File: src/rtl/am_lock_pkg.sv
// Shared constants, types and marker matching for the 40GBASE-R alignment-marker lock stage.
package am_lock_pkg;

    localparam int         LANE_ID_W = 2;
    localparam logic [1:0] SYNC_AM   = 2'b10;

    typedef logic [LANE_ID_W-1:0] lane_id_t;
    typedef enum logic [1:0] {ST_SEARCH, ST_CONFIRM, ST_LOCKED} lock_state_e;

    // One block's marker fields with the BIP bytes stripped: {M6,M5,M4,M2,M1,M0,sync}.
    typedef logic [49:0] am_fields_t;

    function automatic logic [23:0] am_marker(input lane_id_t id);
        case (id)
            2'd0:    return 24'h90_76_47;
            2'd1:    return 24'hF0_C4_E6;
            2'd2:    return 24'hC5_65_9B;
            default: return 24'hA2_79_3D;
        endcase
    endfunction

    function automatic logic am_match(input am_fields_t f, input lane_id_t id);
        logic [23:0] m012;
        logic [23:0] m456;
        m012 = {f[9:2], f[17:10], f[25:18]};
        m456 = {f[33:26], f[41:34], f[49:42]};
        return (f[1:0] == SYNC_AM) && (m012 == am_marker(id)) && (m456 == ~am_marker(id));
    endfunction

endpackage

File: src/rtl/am_lock_lane_rx.sv
// One lane's AM matcher, SEARCH/CONFIRM/LOCKED FSM, period counter and bad-AM counter.
module am_lock_lane_rx
    import am_lock_pkg::*;
#(
    parameter int AM_GAP_N = 16384,
    parameter int AM_CNT_W = $clog2(AM_GAP_N),
    parameter int AM_BAD_N = 4
) (
    input  logic       clk,
    input  logic       reset,
    input  logic       blk_lock_i,
    input  logic       data_v_i,
    input  am_fields_t am_fields_i,
    output logic       am_lock_o,
    output logic       am_lite_v_o,
    output lane_id_t   lane_id_o,
    output logic       am_lite_v_nxt_o,
    output logic       lock_drop_nxt_o
);

    localparam int                  BAD_W    = $clog2(AM_BAD_N + 1);
    localparam logic [AM_CNT_W-1:0] CNT_LAST = AM_CNT_W'(AM_GAP_N - 1);
    localparam logic [BAD_W-1:0]    BAD_LAST = BAD_W'(AM_BAD_N - 1);

    lock_state_e         state_d, state_q;
    logic [AM_CNT_W-1:0] cnt_d, cnt_q;
    logic [BAD_W-1:0]    bad_d, bad_q;
    lane_id_t            id_d, id_q;
    logic                am_lock_d, am_lock_q;
    logic                am_lite_v_d, am_lite_v_q;
    logic                any_hit, own_hit, at_check;
    lane_id_t            hit_id;

    always_comb begin
        any_hit = 1'b0;
        hit_id  = '0;
        for (int i = 0; i < 2**LANE_ID_W; i++) begin
            if (am_match(am_fields_i, lane_id_t'(i))) begin
                any_hit = 1'b1;
                hit_id  = lane_id_t'(i);
            end
        end
    end

    assign own_hit = am_match(am_fields_i, id_q);

    always_comb begin
        // NOTE: every signal gets a default first so no path can infer a latch.
        state_d     = state_q;
        cnt_d       = cnt_q;
        bad_d       = bad_q;
        id_d        = id_q;
        am_lock_d   = am_lock_q;
        am_lite_v_d = 1'b0;
        at_check    = data_v_i && (cnt_q == CNT_LAST);

        if (data_v_i) cnt_d = at_check ? '0 : cnt_q + AM_CNT_W'(1);

        // Loss of block lock beats any marker seen on the same block.
        if (!blk_lock_i) begin
            state_d   = ST_SEARCH;
            bad_d     = '0;
            am_lock_d = 1'b0;
        end else begin
            case (state_q)
                ST_SEARCH: if (data_v_i && any_hit) begin
                    id_d    = hit_id;
                    cnt_d   = '0;
                    state_d = ST_CONFIRM;
                end
                ST_CONFIRM: if (at_check) begin
                    if (own_hit) begin
                        state_d     = ST_LOCKED;
                        am_lock_d   = 1'b1;
                        am_lite_v_d = 1'b1;
                    end else begin
                        state_d = ST_SEARCH;
                    end
                end
                ST_LOCKED: if (at_check) begin
                    if (own_hit) begin
                        bad_d       = '0;
                        am_lite_v_d = 1'b1;
                    end else if (bad_q == BAD_LAST) begin
                        state_d   = ST_SEARCH;
                        bad_d     = '0;
                        am_lock_d = 1'b0;
                    end else begin
                        bad_d = bad_q + BAD_W'(1);
                    end
                end
                default: state_d = ST_SEARCH;
            endcase
        end
    end

    always_ff @(posedge clk) begin
        // NOTE: state is updated with <= so every flop samples pre-edge values.
        if (reset) begin
            state_q     <= ST_SEARCH;
            cnt_q       <= '0;
            bad_q       <= '0;
            id_q        <= '0;
            am_lock_q   <= 1'b0;
            am_lite_v_q <= 1'b0;
        end else begin
            state_q     <= state_d;
            cnt_q       <= cnt_d;
            bad_q       <= bad_d;
            id_q        <= id_d;
            am_lock_q   <= am_lock_d;
            am_lite_v_q <= am_lite_v_d;
        end
    end

    assign am_lock_o       = am_lock_q;
    assign am_lite_v_o     = am_lite_v_q;
    assign lane_id_o       = id_q;
    assign am_lite_v_nxt_o = am_lite_v_d;
    assign lock_drop_nxt_o = !blk_lock_i || (state_q == ST_LOCKED && state_d != ST_LOCKED);

endmodule

File: src/rtl/am_lock_rx.sv
// Multi-lane AM lock stage: per-lane lock FSMs, one-cycle data pipeline, all-lanes-locked and id-uniqueness flags.
module am_lock_rx
    import am_lock_pkg::*;
#(
    parameter int LANE_N   = 4,
    parameter int BLOCK_W  = 66,
    parameter int AM_GAP_N = 16384,
    parameter int AM_CNT_W = $clog2(AM_GAP_N),
    parameter int AM_BAD_N = 4
) (
    input  logic                        clk,
    input  logic                        reset,
    input  logic [LANE_N-1:0]           blk_lock_i,
    input  logic                        data_v_i,
    input  logic [LANE_N*BLOCK_W-1:0]   data_i,
    output logic [LANE_N*BLOCK_W-1:0]   data_o,
    output logic                        data_v_o,
    output logic [LANE_N-1:0]           am_lite_v_o,
    output logic [LANE_N-1:0]           am_lock_o,
    output logic [LANE_N*LANE_ID_W-1:0] lane_id_o,
    output logic                        am_lite_lock_full_v_o,
    output logic                        lane_id_err_o
);

    am_fields_t                am_fields [LANE_N];
    lane_id_t                  lane_id   [LANE_N];
    logic [LANE_N-1:0]         am_lock, lite_nxt, drop_nxt;
    logic [LANE_N*BLOCK_W-1:0] data_d, data_q;
    logic                      data_v_d, data_v_q;
    logic [LANE_N-1:0]         seen_d, seen_q;
    logic                      full_d, full_q;
    logic                      id_err_d, id_err_q;
    logic                      id_dup;

    for (genvar l = 0; l < LANE_N; l++) begin : g_lane
        assign am_fields[l] = {data_i[l*BLOCK_W+34 +: 24], data_i[l*BLOCK_W +: 26]};

        am_lock_lane_rx #(
            .AM_GAP_N (AM_GAP_N),
            .AM_CNT_W (AM_CNT_W),
            .AM_BAD_N (AM_BAD_N)
        ) u_lane (
            .clk             (clk),
            .reset           (reset),
            .blk_lock_i      (blk_lock_i[l]),
            .data_v_i        (data_v_i),
            .am_fields_i     (am_fields[l]),
            .am_lock_o       (am_lock[l]),
            .am_lite_v_o     (am_lite_v_o[l]),
            .lane_id_o       (lane_id[l]),
            .am_lite_v_nxt_o (lite_nxt[l]),
            .lock_drop_nxt_o (drop_nxt[l])
        );

        assign lane_id_o[l*LANE_ID_W +: LANE_ID_W] = lane_id[l];
    end

    always_comb begin
        data_d   = data_i;
        data_v_d = data_v_i;
        // Any lane dropping restarts every lane's seen flag so deskew restarts together.
        seen_d   = (|drop_nxt) ? '0 : (seen_q | lite_nxt);
        full_d   = &seen_q && &am_lock;
        id_dup   = 1'b0;
        for (int i = 0; i < LANE_N; i++) begin
            for (int j = i + 1; j < LANE_N; j++) begin
                if (lane_id[i] == lane_id[j]) id_dup = 1'b1;
            end
        end
        id_err_d = &am_lock && id_dup;
    end

    always_ff @(posedge clk) begin
        if (reset) begin
            data_q   <= '0;
            data_v_q <= 1'b0;
            seen_q   <= '0;
            full_q   <= 1'b0;
            id_err_q <= 1'b0;
        end else begin
            data_q   <= data_d;
            data_v_q <= data_v_d;
            seen_q   <= seen_d;
            full_q   <= full_d;
            id_err_q <= id_err_d;
        end
    end

    assign am_lock_o             = am_lock;
    assign data_o                = data_q;
    assign data_v_o              = data_v_q;
    assign am_lite_lock_full_v_o = full_q;
    assign lane_id_err_o         = id_err_q;

endmodule

File: config.mk
export PLATFORM = sky130hd
export DESIGN_NAME = am_lock_rx
export DESIGN_NICKNAME = d
export VERILOG_FILES = /design/src/rtl/am_lock_pkg.sv /design/src/rtl/am_lock_lane_rx.sv /design/src/rtl/am_lock_rx.sv
export SDC_FILE = /design/constraint.sdc
export NUM_CORES = 1
export LEC_CHECK = 0
export BUFFER_PORTS_ARGS = -buffer_cell sky130_fd_sc_hd__buf_2
export CAP_MARGIN = 20
export CORE_ASPECT_RATIO = 0.8
export CORE_MARGIN = 1
export CORE_UTILIZATION = 30
export DETAILED_ROUTE_END_ITERATION = 10
export GPL_ROUTABILITY_DRIVEN = 0
export MAX_ROUTING_LAYER = met4
export SLEW_MARGIN = 0
export SYNTH_ARGS = -nofsm -noshare
export SYNTH_HDL_FRONTEND = slang
export SYNTH_HIERARCHICAL = 1
export SYNTH_SLANG_ARGS = --single-unit
File: constraint.sdc
create_clock -name clk -period 3.75 [get_ports clk]
set_input_delay 0.1875 -clock clk [delete_from_list [all_inputs] [get_ports clk]]
set_output_delay 0.1875 -clock clk [all_outputs]
set_load 0.005 [all_outputs]
# After elaboration in Yosys (flattened, before gate mapping)
# Index checks and enable logic that the tools add are counted.
# totals
ff_bits,363
out_inout_bits,283
wordCells,379
# classes
add_sub_neg,8
eq_ne,98
mux,138
n_bitwise,9
reduce_logical,97
# op_table
cell,n
== test 24 bit (second input constant),16
two-way mux 14 bit,20
case mux 23 bit (3 select lines),4
== test 24 x 23 -> 1 bit (second input constant),8
== test 24 bit,8
== test 24 x 20 -> 1 bit (second input constant),4
== test 24 x 22 -> 1 bit (second input constant),4
NOT 24 bit,4
two-way mux 2 bit,36
two-way mux 1 bit,62
adder 14 x 1 -> 14 bit (second input constant),4
== test 14 bit (second input constant),4
logical AND 1 bit,54
inequality test 2 x 1 -> 1 bit (second input constant),16
== test 2 bit (second input constant),12
two-way mux 3 bit,8
case mux 2 bit (3 select lines),4
AND reduction 6 bit,4
== test 2 x 1 -> 1 bit (second input constant),8
logical NOT 2 bit,8
inequality test 2 bit (second input constant),8
OR reduction 2 bit,8
adder 3 x 1 -> 3 bit (second input constant),4
== test 2 bit,6
other kinds (11),36

# Longest topological paths before layout
# Gate-level depths: netlist of run 1.
# depth
ltp_word,15
depth_mapped,13

# By module
# The synthesis of run 1 kept the hierarchy.
# modules_own_cells
mod,n_inst,cells_per_inst,area_per_inst_um2
am_lock_rx,1,591,7443.4
am_lock_lane_rx at g_lane[0].u_lane,1,273,2214.6
am_lock_lane_rx at g_lane[1].u_lane,1,241,1931.9
am_lock_lane_rx at g_lane[2].u_lane,1,228,1908.1
am_lock_lane_rx at g_lane[3].u_lane,1,232,1901.8

# Worst setup path after synthesis of run 1
# No wires, ideal clock.
# synth_timing
path_kind,reg-to-reg
startpoint,reg g_lane[3].u_lane.id_q[1]
endpoint,reg seen_q[0]
setup_time_ps,58
t_arrival_ps,3339
path_slack_ps,353
path_stages_with_launch,14
path_buffers,0
period_less_slack_ps,3397
cell_sequence,dfxtp_1 inv_1 ha_1 o21a_1 o32a_1 a2111oi_4 nand4_2 nor4_4 a31oi_1 nor3b_1 a32oi_1 or4_1 nor2_2 o21a_1
# synth_between
elab_chain_len,13
word_cells_on_any_way,19
# synth_rtl
item,line,rtl
start: declaration,am_lock_lane_rx.sv:28,"lane_id_t id_d, id_q;"
start signal: assignment,am_lock_lane_rx.sv:110,id_q <= id_d;
== test 2 bit (tied with other cells),am_lock_pkg.sv:14,case (id)
case mux 23 bit (3 select lines) *,am_lock_pkg.sv:14,
== test 24 bit or NOT 24 bit (tied branches),am_lock_pkg.sv:27,return (f[1:0] == SYNC_AM) && (m012 == am_marker(id)) && (m456 == ~am_marker(id));
logical AND 1 bit or == test 24 bit (tied branches),am_lock_pkg.sv:27,
logical AND 1 bit *,am_lock_pkg.sv:27,
"two-way mux 2 bit, on equally long branches","am_lock_lane_rx.sv:81, am_lock_lane_rx.sv:72",
"two-way mux 2 bit, on equally long branches","am_lock_lane_rx.sv:80, am_lock_lane_rx.sv:71",
case mux 2 bit (3 select lines) *,am_lock_lane_rx.sv:65,case (state_q)
two-way mux 2 bit *,am_lock_lane_rx.sv:60,if (!blk_lock_i) begin
inequality test 2 bit *,am_lock_lane_rx.sv:120,assign lock_drop_nxt_o = !blk_lock_i || (state_q == ST_LOCKED && state_d != ST_LOCKED);
logical AND 1 bit *,am_lock_lane_rx.sv:120,
logical OR 1 bit *,am_lock_lane_rx.sv:120,
named net drop_nxt[3],am_lock_rx.sv:27,"logic [LANE_N-1:0] am_lock, lite_nxt, drop_nxt;"
OR reduction 5 bit (no line) *,--,
end signal: assignment,am_lock_rx.sv:83,seen_q <= seen_d;
end: declaration,am_lock_rx.sv:30,"logic [LANE_N-1:0] seen_d, seen_q;"
# The timed path passes the listed nets; every way through them passes the cells marked *.
# A chain may end at the register's enable or synchronous reset.

# Final worst setup path of run 1
# layout_timing
startpoint,reg g_lane[1].u_lane.id_q[1]
endpoint,reg seen_q[3]
# layout_between
elab_chain_len,13
word_cells_on_any_way,19
# layout_rtl
item,line
start: declaration,am_lock_lane_rx.sv:28
start signal: assignment,am_lock_lane_rx.sv:110
== test 2 bit (tied with other cells),am_lock_pkg.sv:14
case mux 23 bit (3 select lines) *,am_lock_pkg.sv:14
== test 24 bit or NOT 24 bit (tied branches),am_lock_pkg.sv:27
logical AND 1 bit or == test 24 bit (tied branches),am_lock_pkg.sv:27
logical AND 1 bit *,am_lock_pkg.sv:27
"two-way mux 2 bit, on equally long branches","am_lock_lane_rx.sv:81, am_lock_lane_rx.sv:72"
"two-way mux 2 bit, on equally long branches","am_lock_lane_rx.sv:80, am_lock_lane_rx.sv:71"
case mux 2 bit (3 select lines) *,am_lock_lane_rx.sv:65
two-way mux 2 bit *,am_lock_lane_rx.sv:60
inequality test 2 bit *,am_lock_lane_rx.sv:120
logical AND 1 bit *,am_lock_lane_rx.sv:120
logical OR 1 bit *,am_lock_lane_rx.sv:120
named net drop_nxt[1],am_lock_rx.sv:27
OR reduction 5 bit (no line) *,--
# Marked as above.

==> results of run 1 <==
==> Yosys cell counts, types with 6 or more instances <==
master     count
nor2_2        11
o21a_1         8
nand4_1       42
mux2i_1       18
and3b_1        9
dfxtp_1      363
nand3b_1      11
nor4bb_1      22
inv_1         43
nor2b_1      273
xor2_1        41
and3_1        17
and4_1         9
ha_1          47
a31oi_1       11
nor3b_1       14
nor4_1        30
nor3_1        25
and2_1         7
nand2_1       53
o211ai_1       6
a22oi_1        9
and2b_2       20
o2111ai_1      8
nand2b_1      32
a21oi_1       31
o21ai_0       19
xnor2_1       25
or4_1         12
and4bb_2       8
or3_1          9
nand4b_1      18
clkbuf_1      35
nand3_1       50
nor2_1       113
==> worst reg2reg max path, delay by kind of cell (launching register included) <==
kind	cells	cell delay [ps]
buffers and inverters	1	130
multiplexers	1	150
adder cells (fa/ha/maj)	1	370
AND/OR/NAND/NOR	5	1390
AO/OA/AOI/OAI	4	940
flip-flops	1	420
==> power by group through the flow <==
stage          Clock (mW)  Combinational, mW  Sequential, mW
2_1_floorplan           0              0.270            4.16
3_3_place_gp            0              0.742            4.14
3_5_place_dp            0              0.749            4.14
4_1_cts              4.23              0.973            4.06
5_1_grt              4.40               1.06            4.07
6_report             4.10              0.986            4.06
==> logic make-up (layout without fill, tap and decap cells) <==
kind of cell	after synthesis	count (layout)
compound gates	153	153
xor+xnor	66	66
fa+ha+maj	47	47
buf+inv	82	954
flops	363	363
mux	22	22
simple gates	832	832
==> routing by layer <==
metal	up-vias	wire length [um]	GRT usage (%)
li1	7178	-	-
met1	6917	22180	23.42
met2	574	24960	32.80
met3	97	3649	4.442
met4	0	1427	6.777
met5	-	0	-
==> what timing repair did <==
action,CTS,global route
endpoints found under the setup margin,0,4
setup buffers,0,0
gates resized for setup,0,2
hold endpoints to repair,269,0
hold buffers,267,0
==> state kept, by name, indices dropped and copies added, names as in the netlist <==
name and count:
am_lite_lock_full_v_o 1, data_o 264, data_v_o 1, g_lane.u_lane/am_lite_v_o 4, g_lane.u_lane/am_lock_o 4, g_lane.u_lane/bad_q 12, g_lane.u_lane/cnt_q 56, g_lane.u_lane/lane_id_o 8
g_lane.u_lane/state_q 8, lane_id_err_o 1, seen_q 4
==> final timing paths <==
check | start | end | slack (ps) | cells after the start
hold / removal | blk_lock_i[1] | g_lane[1].u_lane/bad_q[1]$_SDFFE_PP0P_ | 60 | 3
setup / recovery | g_lane[1].u_lane/lane_id_o[1]$_SDFFE_PP0P_ | seen_q[3]$_SDFF_PP0_ | 310 | 12
hold reg to reg | seen_q[2]$_SDFF_PP0_ | seen_q[2]$_SDFF_PP0_ | 460 | 1
setup reg to reg | g_lane[1].u_lane/lane_id_o[1]$_SDFFE_PP0P_ | seen_q[3]$_SDFF_PP0_ | 310 | 12
==> cell type report <==
type | instances | area (sq um)
Multi-Input combinational cell | 1120 | 7805
Fill cell | 4641 | 27080
Clock buffer | 54 | 1134
Inverter | 43 | 161.4
Clock inverter | 17 | 235.2
Timing Repair Buffer | 840 | 5613
Sequential cell | 363 | 7269
Tap cell | 675 | 844.6
==> stage by stage <==
stage | total power [mW] | instance area, sq um | cells
global placement | 4.882 | 19020 | 2774
detailed placement | 4.893 | 19020 | 2774
floorplan | 4.434 | 15400 | 1565
finish | 9.142 | 23060 | 3112
global route | 9.536 | 23060 | 3112
CTS | 9.258 | 23060 | 3112
==> flow_summary.yaml, run 1 <==
power_and_ir_drop:
  ir_worst_vdd_uv: 392.6
  clkPwrFrac_pct: 44.8
  p_int_mw: 7.023
  power_frac_seq_pct: 44.4
  p_leak_nw: 9.949
  combPwrFrac_pct: 10.8
  switching_share_pct: 23.18
  switchingPower_mw: 2.119
  power.density_nw_per_um2: 396.4
cells_and_area:
  final_cell_mix: "buf_2 (552), dfxtp_1 (361), nor2b_1 (273)"
  fin_util_pct: 45.99
  synthToLayoutAreaGrowth_pct: 49.76
  drive_gt1_share_pct: 29.75
  layout_commonest_cell: "buf_2"
  final_net_count: 2725
  antenna_cells: 0
worst_setup_path:
  end_kind: "flip-flop"
  path_class: "flip-flop to flip-flop"
  slowest_delay_ps: 510
  slowest_stage: "or4_1"
  critPathBufInv: 1
  crit_chain: "inv_1 -> ha_1 -> mux2i_1 -> a2111oi_0 -> nand3_1 -> nor2_1 -> a31oi_1 -> nor3_1 -> a32oi_1 -> or4_1 -> nor2_2 -> o21a_1"
  path_delay_family: "simple AND/OR/NAND/NOR gates"
  crit_path_start_kind: "flip-flop"
  worst_ep_arrival_time_ps: 3940
  critical_path.max_fanout: 6
  critPathRequiredTime_ps: 4250
synth:
  synth_compound_area_share_pct: 7.613
  synth_area_leaders: "dfxtp_1 (47%), nor2b_1 (11%), ha_1 (3.8%), nor2_1 (2.8%), xor2_1 (2.3%)"
  ys_seq_elements: 363
  netlist_instances: 1565
  netlist.area_leader.share_pct: 47.19
  syn_avg_cell_area_sq_um: 9.840
  synth_top_family_by_area: "simple AND/OR/NAND/NOR gates"
  netlist_area_sq_um: 15400
  synth_edf_count: 0
  yosys_warnings: 6
  synthArstFlopShare_pct: 0
  yosysUniqueCellTypes: 94
  synthAdderAreaFrac_pct: 3.819
  synth_flop_cell: "dfxtp_1"
  yosys.area.top_type: "dfxtp_1"
  syn_nets: 1883
  ys_seq_area_share_pct: 47.19
  yosys.area_share.simple_pct: 34.03
  synthXorXnorAreaFrac_pct: 3.754
  muxShareOfSynthArea_pct: 1.462
sta:
  finalHoldViolations: 0
  fmax_mhz: 291.0
  fin_crit_ps: 3436
  hold_slack_ps: 58.60
  worst_pin_slew_ps: 816.6
  setup_viol: 0
  skew_ps: 21.56
  timing.setup.tns_ps: 0
  slew_headroom_pct: 45.56
  rsz0062_at_grt: "no"
  slew_violations: 0
  fin_crit_sh_pct: 91.63
  setup_ws_ps: 313.8
global_routing:
  grt_pass1_vias: 14920
  antenna_found_initial: 0
  grt_first_pass_wirelength_um: 80230
  grt.total_usage_pct: 19.71
  overflow: 0
  grt_max_degree: 123
route:
  first_iter_violations: 994
  vias: 14770
  drc_errors: 0
  wirelength_um: 52210
  postRouteAntennaNets: 0
  dr.pass1.iters: 5
  post_drt_wl_per_cell_um: 16.78
  avgViaCountPerCell: 4.745
cts:
  htreeDepth: 2
  cts_tree: "yes"
  clock_path_buffers: 3
  path_clk_slew_ps: 60
  clkSinkCount: 363
  cts_buffers: 39
  clk_latency_ps: 560
  root_buffer: "clkbuf_16"
floorplanning:
  dieArea_sq_um: 52250
  io_pins: 554
  die_x_um: 255.3
  core_region_area_sq_um: 50140
  die_h_um: 204.6
  initial_core_util_pct: 30.71
  rows: 73
status:
  outcome: "finished, final reports clean"
place:
  preCtsSetupSlack_ps: 296.5
  io_buffers: 553
  place_hpwl_um: 37740
min_path:
  hold_class: "primary input to flip-flop"
run:
  cap_violations: 0
Power figures use the tool's default switching activity.
==> inputs of run 2 (changes only) <==
- SETUP_SLACK_MARGIN: default -> 0.4
==> flow_summary.yaml, run 2 (synthesis gave the netlist of run 1 again) <==
status:
  outcome: "finished, final reports clean"
cts:
  clk_latency_ps: 570
  clkSinkCount: 363
  cts_buffers: 40
  root_buffer: "clkbuf_16"
  htreeDepth: 2
  path_clk_slew_ps: 70
  cts_tree: "yes"
  clock_path_buffers: 3
worst_setup_path:
  worstSetupStartpoint: "g_lane[2].u_lane/lane_id_o[0]$_SDFFE_PP0P_"
  critical_path.max_fanout: 6
  crit_chain: "buf_4 -> ha_1 -> or4_1 -> o21ai_0 -> nand4_1 -> o311ai_4 -> a22oi_2 -> a221oi_2 -> a31oi_1 -> or4_4 -> nor2_4 -> o21a_1"
  critPathRequiredTime_ps: 4240
  worst_ep_arrival_time_ps: 3810
  slowest_delay_ps: 540
  end_kind: "flip-flop"
  critical_path.reg2reg.endpoint: "seen_q[2]$_SDFF_PP0_"
  crit_path_start_kind: "flip-flop"
  cp-endpoint: "seen_q[2]$_SDFF_PP0_"
  r2r_cells: 12
  r2r-start: "g_lane[2].u_lane/lane_id_o[0]$_SDFFE_PP0P_"
  slowest_stage: "or4_4"
  ff2ff_setup_slack_ps: 430
  path_class: "flip-flop to flip-flop"
power_and_ir_drop:
  power_frac_seq_pct: 44.4
  power.density_nw_per_um2: 393.7
  ir_worst_vdd_uv: 355.6
  combPwrFrac_pct: 10.9
  p_leak_nw: 9.976
  switchingPower_mw: 2.170
  clkPwrFrac_pct: 44.7
  switching_share_pct: 23.75
  total_power_mw: 9.135
  p_int_mw: 6.965
sta:
  hold_slack_ps: 63.27
  finalHoldViolations: 0
  fin_crit_ps: 3320
  fmax_mhz: 301.2
  setup_viol: 0
  setup_ws_ps: 430.4
  rsz0062_at_grt: "yes"
  slew_violations: 0
  worst_pin_slew_ps: 830.4
  slew_headroom_pct: 44.64
  fin_crit_sh_pct: 88.52
  skew_ps: 33.23
  timing.setup.tns_ps: 0
place:
  preCtsSetupSlack_ps: 184.7
  placedCellCount: 2775
  io_buffers: 553
  place_hpwl_um: 38230
  placed_area_sq_um: 19030
global_routing:
  grt_max_degree: 127
  overflow: 0
  grt_first_pass_wirelength_um: 81900
  grt_pass1_vias: 15060
  antenna_found_initial: 0
  grt.total_usage_pct: 20.09
route:
  postRouteAntennaNets: 0
  dr.pass1.iters: 5
  first_iter_violations: 885
  post_drt_wl_per_cell_um: 17.10
  drc_errors: 0
  avgViaCountPerCell: 4.771
  vias: 14890
  wirelength_um: 53380
cells_and_area:
  fin_util_pct: 46.27
  final_area_sq_um: 23200
  drive_gt1_share_pct: 30.62
  finalNonFillerCells: 3121
  antenna_cells: 0
  layout_commonest_cell: "buf_2"
  final_net_count: 2733
  final_cell_mix: "buf_2 (552), dfxtp_1 (360), nor2b_1 (273)"
  largest_reg_flops: 264
  synthToLayoutAreaGrowth_pct: 50.66
floorplanning:
  die_h_um: 204.6
  initial_core_util_pct: 30.71
  rows: 73
  io_pins: 554
  dieArea_sq_um: 52250
  die_x_um: 255.3
  core_region_area_sq_um: 50140
min_path:
  hold_class: "primary input to flip-flop"
run:
  cap_violations: 0
==> run 2: changes by cell type in the layout (fill, tap and decap cells not counted), sizes merged <==
cell / previous run / this run
buf: 573 / 580
bufinv: 5 / 4
clkinvlp: 1 / 4
==> run 2: area by class of cell <==
type	count	area [sq um]
fill	4627	26940
sequential	363	7278
clock inverter	19	231.5
multi-input combinational	1120	7884
inverter	43	163.9
tap	675	844.6
timing repair buffer	847	5665
clock buffer	54	1134
==> run 2: per-layer routing <==
metal	track usage (%)	vias up	wire length (um)
met4	6.239	0	1354
met1	23.79	6993	22610
met2	34.14	610	25890
met5	-	-	0
met3	4.157	96	3528
li1	-	7190	-
==> run 2: power by group through the flow <==
stage / clock network (mW) / registers, mW / logic, mW
2_1_floorplan: 0 / 4.16 / 0.270
3_5_place_dp: 0 / 4.14 / 0.750
3_3_place_gp: 0 / 4.14 / 0.743
6_report: 4.08 / 4.06 / 0.992
5_1_grt: 4.38 / 4.07 / 1.06
4_1_cts: 4.21 / 4.06 / 0.976
==> run 2: critical path, delay by kind of cell (launching register included) <==
family | cells | cell delay (ps)
compound gates | 6 | 1130
fa+ha+maj | 1 | 220
buf+inv | 1 | 140
flops | 1 | 380
simple gates | 4 | 1360
==> run 2: repair_timing <==
item | in CTS | in global routing
endpoints found under the setup margin | 4 | 4
setup buffers | 3 | 3
cloned | 0 | 0
resized for setup | 11 | 16
hold endpoints to repair | 269 | 0
pin swaps | 8 | 15
hold buffers | 267 | 0
==> run 2: worst min path at each step <==
stage                  startpoint                                         end  slack (ps)  cells after the start
finish                   data_v_i        g_lane[2].u_lane/cnt_q[1]$_SDFF_PP0_          60                      3
global route        blk_lock_i[1]      g_lane[1].u_lane/bad_q[1]$_SDFFE_PP0P_          70                      3
CTS                      data_v_i        g_lane[2].u_lane/cnt_q[1]$_SDFF_PP0_          40                      3
detailed placement    data_i[229]                      data_o[229]$_SDFF_PP0_         400                      2
global placement      data_i[259]                      data_o[259]$_SDFF_PP0_         390                      2
floorplan                   reset  g_lane[3].u_lane/lane_id_o[1]$_SDFFE_PP0P_         250                      1
==> inputs of run 3 (changes only) <==
- clock period: 3.75 -> 4.3 ns (I/O delays scaled with it)
==> flow_summary.yaml, run 3 (synthesis gave the netlist of run 1 again) <==
status:
  outcome: "finished, final reports clean"
route:
  wirelength_um: 52240
  drc_errors: 0
  first_iter_violations: 884
  postRouteAntennaNets: 0
  vias: 14830
  dr.pass1.iters: 5
  post_drt_wl_per_cell_um: 16.85
  avgViaCountPerCell: 4.783
cells_and_area:
  synthToLayoutAreaGrowth_pct: 48.29
  multi_input_area_sq_um: 7809
  drive_gt1_share_pct: 29.30
  nFillCells: 4616
  largest_reg_flops: 264
  layout_commonest_cell: "buf_2"
  final_net_count: 2714
  final_area_sq_um: 22840
  seqCellArea_sq_um: 7273
  final_cell_mix: "buf_2 (552), dfxtp_1 (358), nor2b_1 (273)"
  finalNonFillerCells: 3100
global_routing:
  overflow: 0
  grt_max_degree: 165
  grt_pass1_vias: 14800
  antenna_found_initial: 2
  grt.total_usage_pct: 19.59
  grt_first_pass_wirelength_um: 79780
power_and_ir_drop:
  power.density_nw_per_um2: 334.1
  ir_worst_vdd_uv: 262.3
  p_leak_nw: 9.817
sta:
  skew_ps: 30.18
  slew_headroom_pct: 30.23
  fin_crit_ps: 3628
  worst_pin_slew_ps: 1046
  rsz0062_at_grt: "no"
  setup_viol: 0
  fmax_mhz: 275.6
  hold_slack_ps: 96.50
  timing.setup.tns_ps: 0
  slew_violations: 0
  fin_crit_sh_pct: 84.37
  finalHoldViolations: 0
floorplanning:
  core_region_area_sq_um: 50140
  io_pins: 554
  die_h_um: 204.6
  rows: 73
  dieArea_sq_um: 52250
  die_x_um: 255.3
  initial_core_util_pct: 30.71
worst_setup_path:
  critical_path.max_fanout: 12
  critPathRequiredTime_ps: 4790
  worst_ep_arrival_time_ps: 4120
  end_kind: "flip-flop"
  path_class: "flip-flop to flip-flop"
  crit_path_start_kind: "flip-flop"
run:
  cap_violations: 0
cts:
  clock_path_buffers: 3
  htreeDepth: 2
  cts_buffers: 39
  root_buffer: "clkbuf_16"
  path_clk_slew_ps: 60
  clkSinkCount: 363
  cts_tree: "yes"
  clk_latency_ps: 570
place:
  place_hpwl_um: 37380
  placed_area_sq_um: 18920
  io_buffers: 553
  placedCellCount: 2761
min_path:
  hold_class: "primary input to flip-flop"
## run 3: cell types whose count changed in the layout (fill, tap and decap cells not counted), moves of 5 or more
| cell | previous run | this run |
|---|---|---|
| buf_4 | 26 | 8 |
| clkbuf_1 | 6 | 11 |
| ha_1 | 41 | 47 |
| dfxtp_2 | 0 | 5 |
## run 3: timing repair
action / CTS / global route
buffers inserted: 0 / 2
endpoints found under the hold margin: 268 / 0
setup endpoints to repair: 0 / 4
hold buffers: 267 / 0
resized for setup: 0 / 8
## run 3: area by class of cell
type	instances	share of cell area [%]
Antenna cell	2	0.02192
Clock inverter	12	0.4493
Inverter	43	0.7068
Clock buffer	56	4.865
Timing Repair Buffer	829	24.22
Multi-Input combinational cell	1120	34.19
Sequential cell	363	31.85
Tap cell	675	3.698
## run 3: layer usage
| layer | GRT usage (%) | up-vias | share of wire [%] |
|---|---|---|---|
| met5 | - | - | 0 |
| met4 | 7.487 | 0 | 3.1 |
| met3 | 4.442 | 97 | 6.8 |
| met2 | 32.90 | 599 | 48 |
| met1 | 22.77 | 6981 | 42 |
| li1 | - | 7150 | - |
## run 3: path summary, 6_finish.rpt
check | from | endpoint | slack, ps | cells after the start
max | g_lane[0].u_lane/lane_id_o[0]$_SDFFE_PP0P_ | seen_q[0]$_SDFF_PP0_ | 670 | 11
min | blk_lock_i[1] | g_lane[1].u_lane/bad_q[0]$_SDFFE_PP0P_ | 100 | 3
max reg2reg | g_lane[0].u_lane/lane_id_o[0]$_SDFFE_PP0P_ | seen_q[0]$_SDFF_PP0_ | 670 | 11
min reg2reg | seen_q[2]$_SDFF_PP0_ | seen_q[2]$_SDFF_PP0_ | 450 | 1
## run 3: critical path, stage by stage, from the launching register on
cell and delay, ps:
dfxtp_1 730, inv_1 230, ha_1 340, xor2_1 210, o2111ai_1 140, or4_4 590
nor4_4 400, and3_1 250, a2bb2oi_2 160, a32oi_1 160, nor2_2 210, o21a_1 140
## run 3: power breakdown
part / internal, mW / total, mW / leakage (nW) / switching, mW
Clock: 1.86 / 3.23 / 0.599 / 1.37
Sequential: 3.50 / 3.54 / 3.00 / 0.0397
Combinational: 0.469 / 0.859 / 6.22 / 0.390
Total: 5.83 / 7.63 / 9.82 / 1.80
## run 3: per-stage QoR
step	total power, mW	util (%)	worst slack (ps)
global placement	4.256	37.73	623.5
floorplan	3.867	-	903.3
finish	7.630	45.54	672.2
CTS	7.742	45.48	460.5
global route	7.979	45.54	426.8
detailed placement	4.266	37.73	490.7
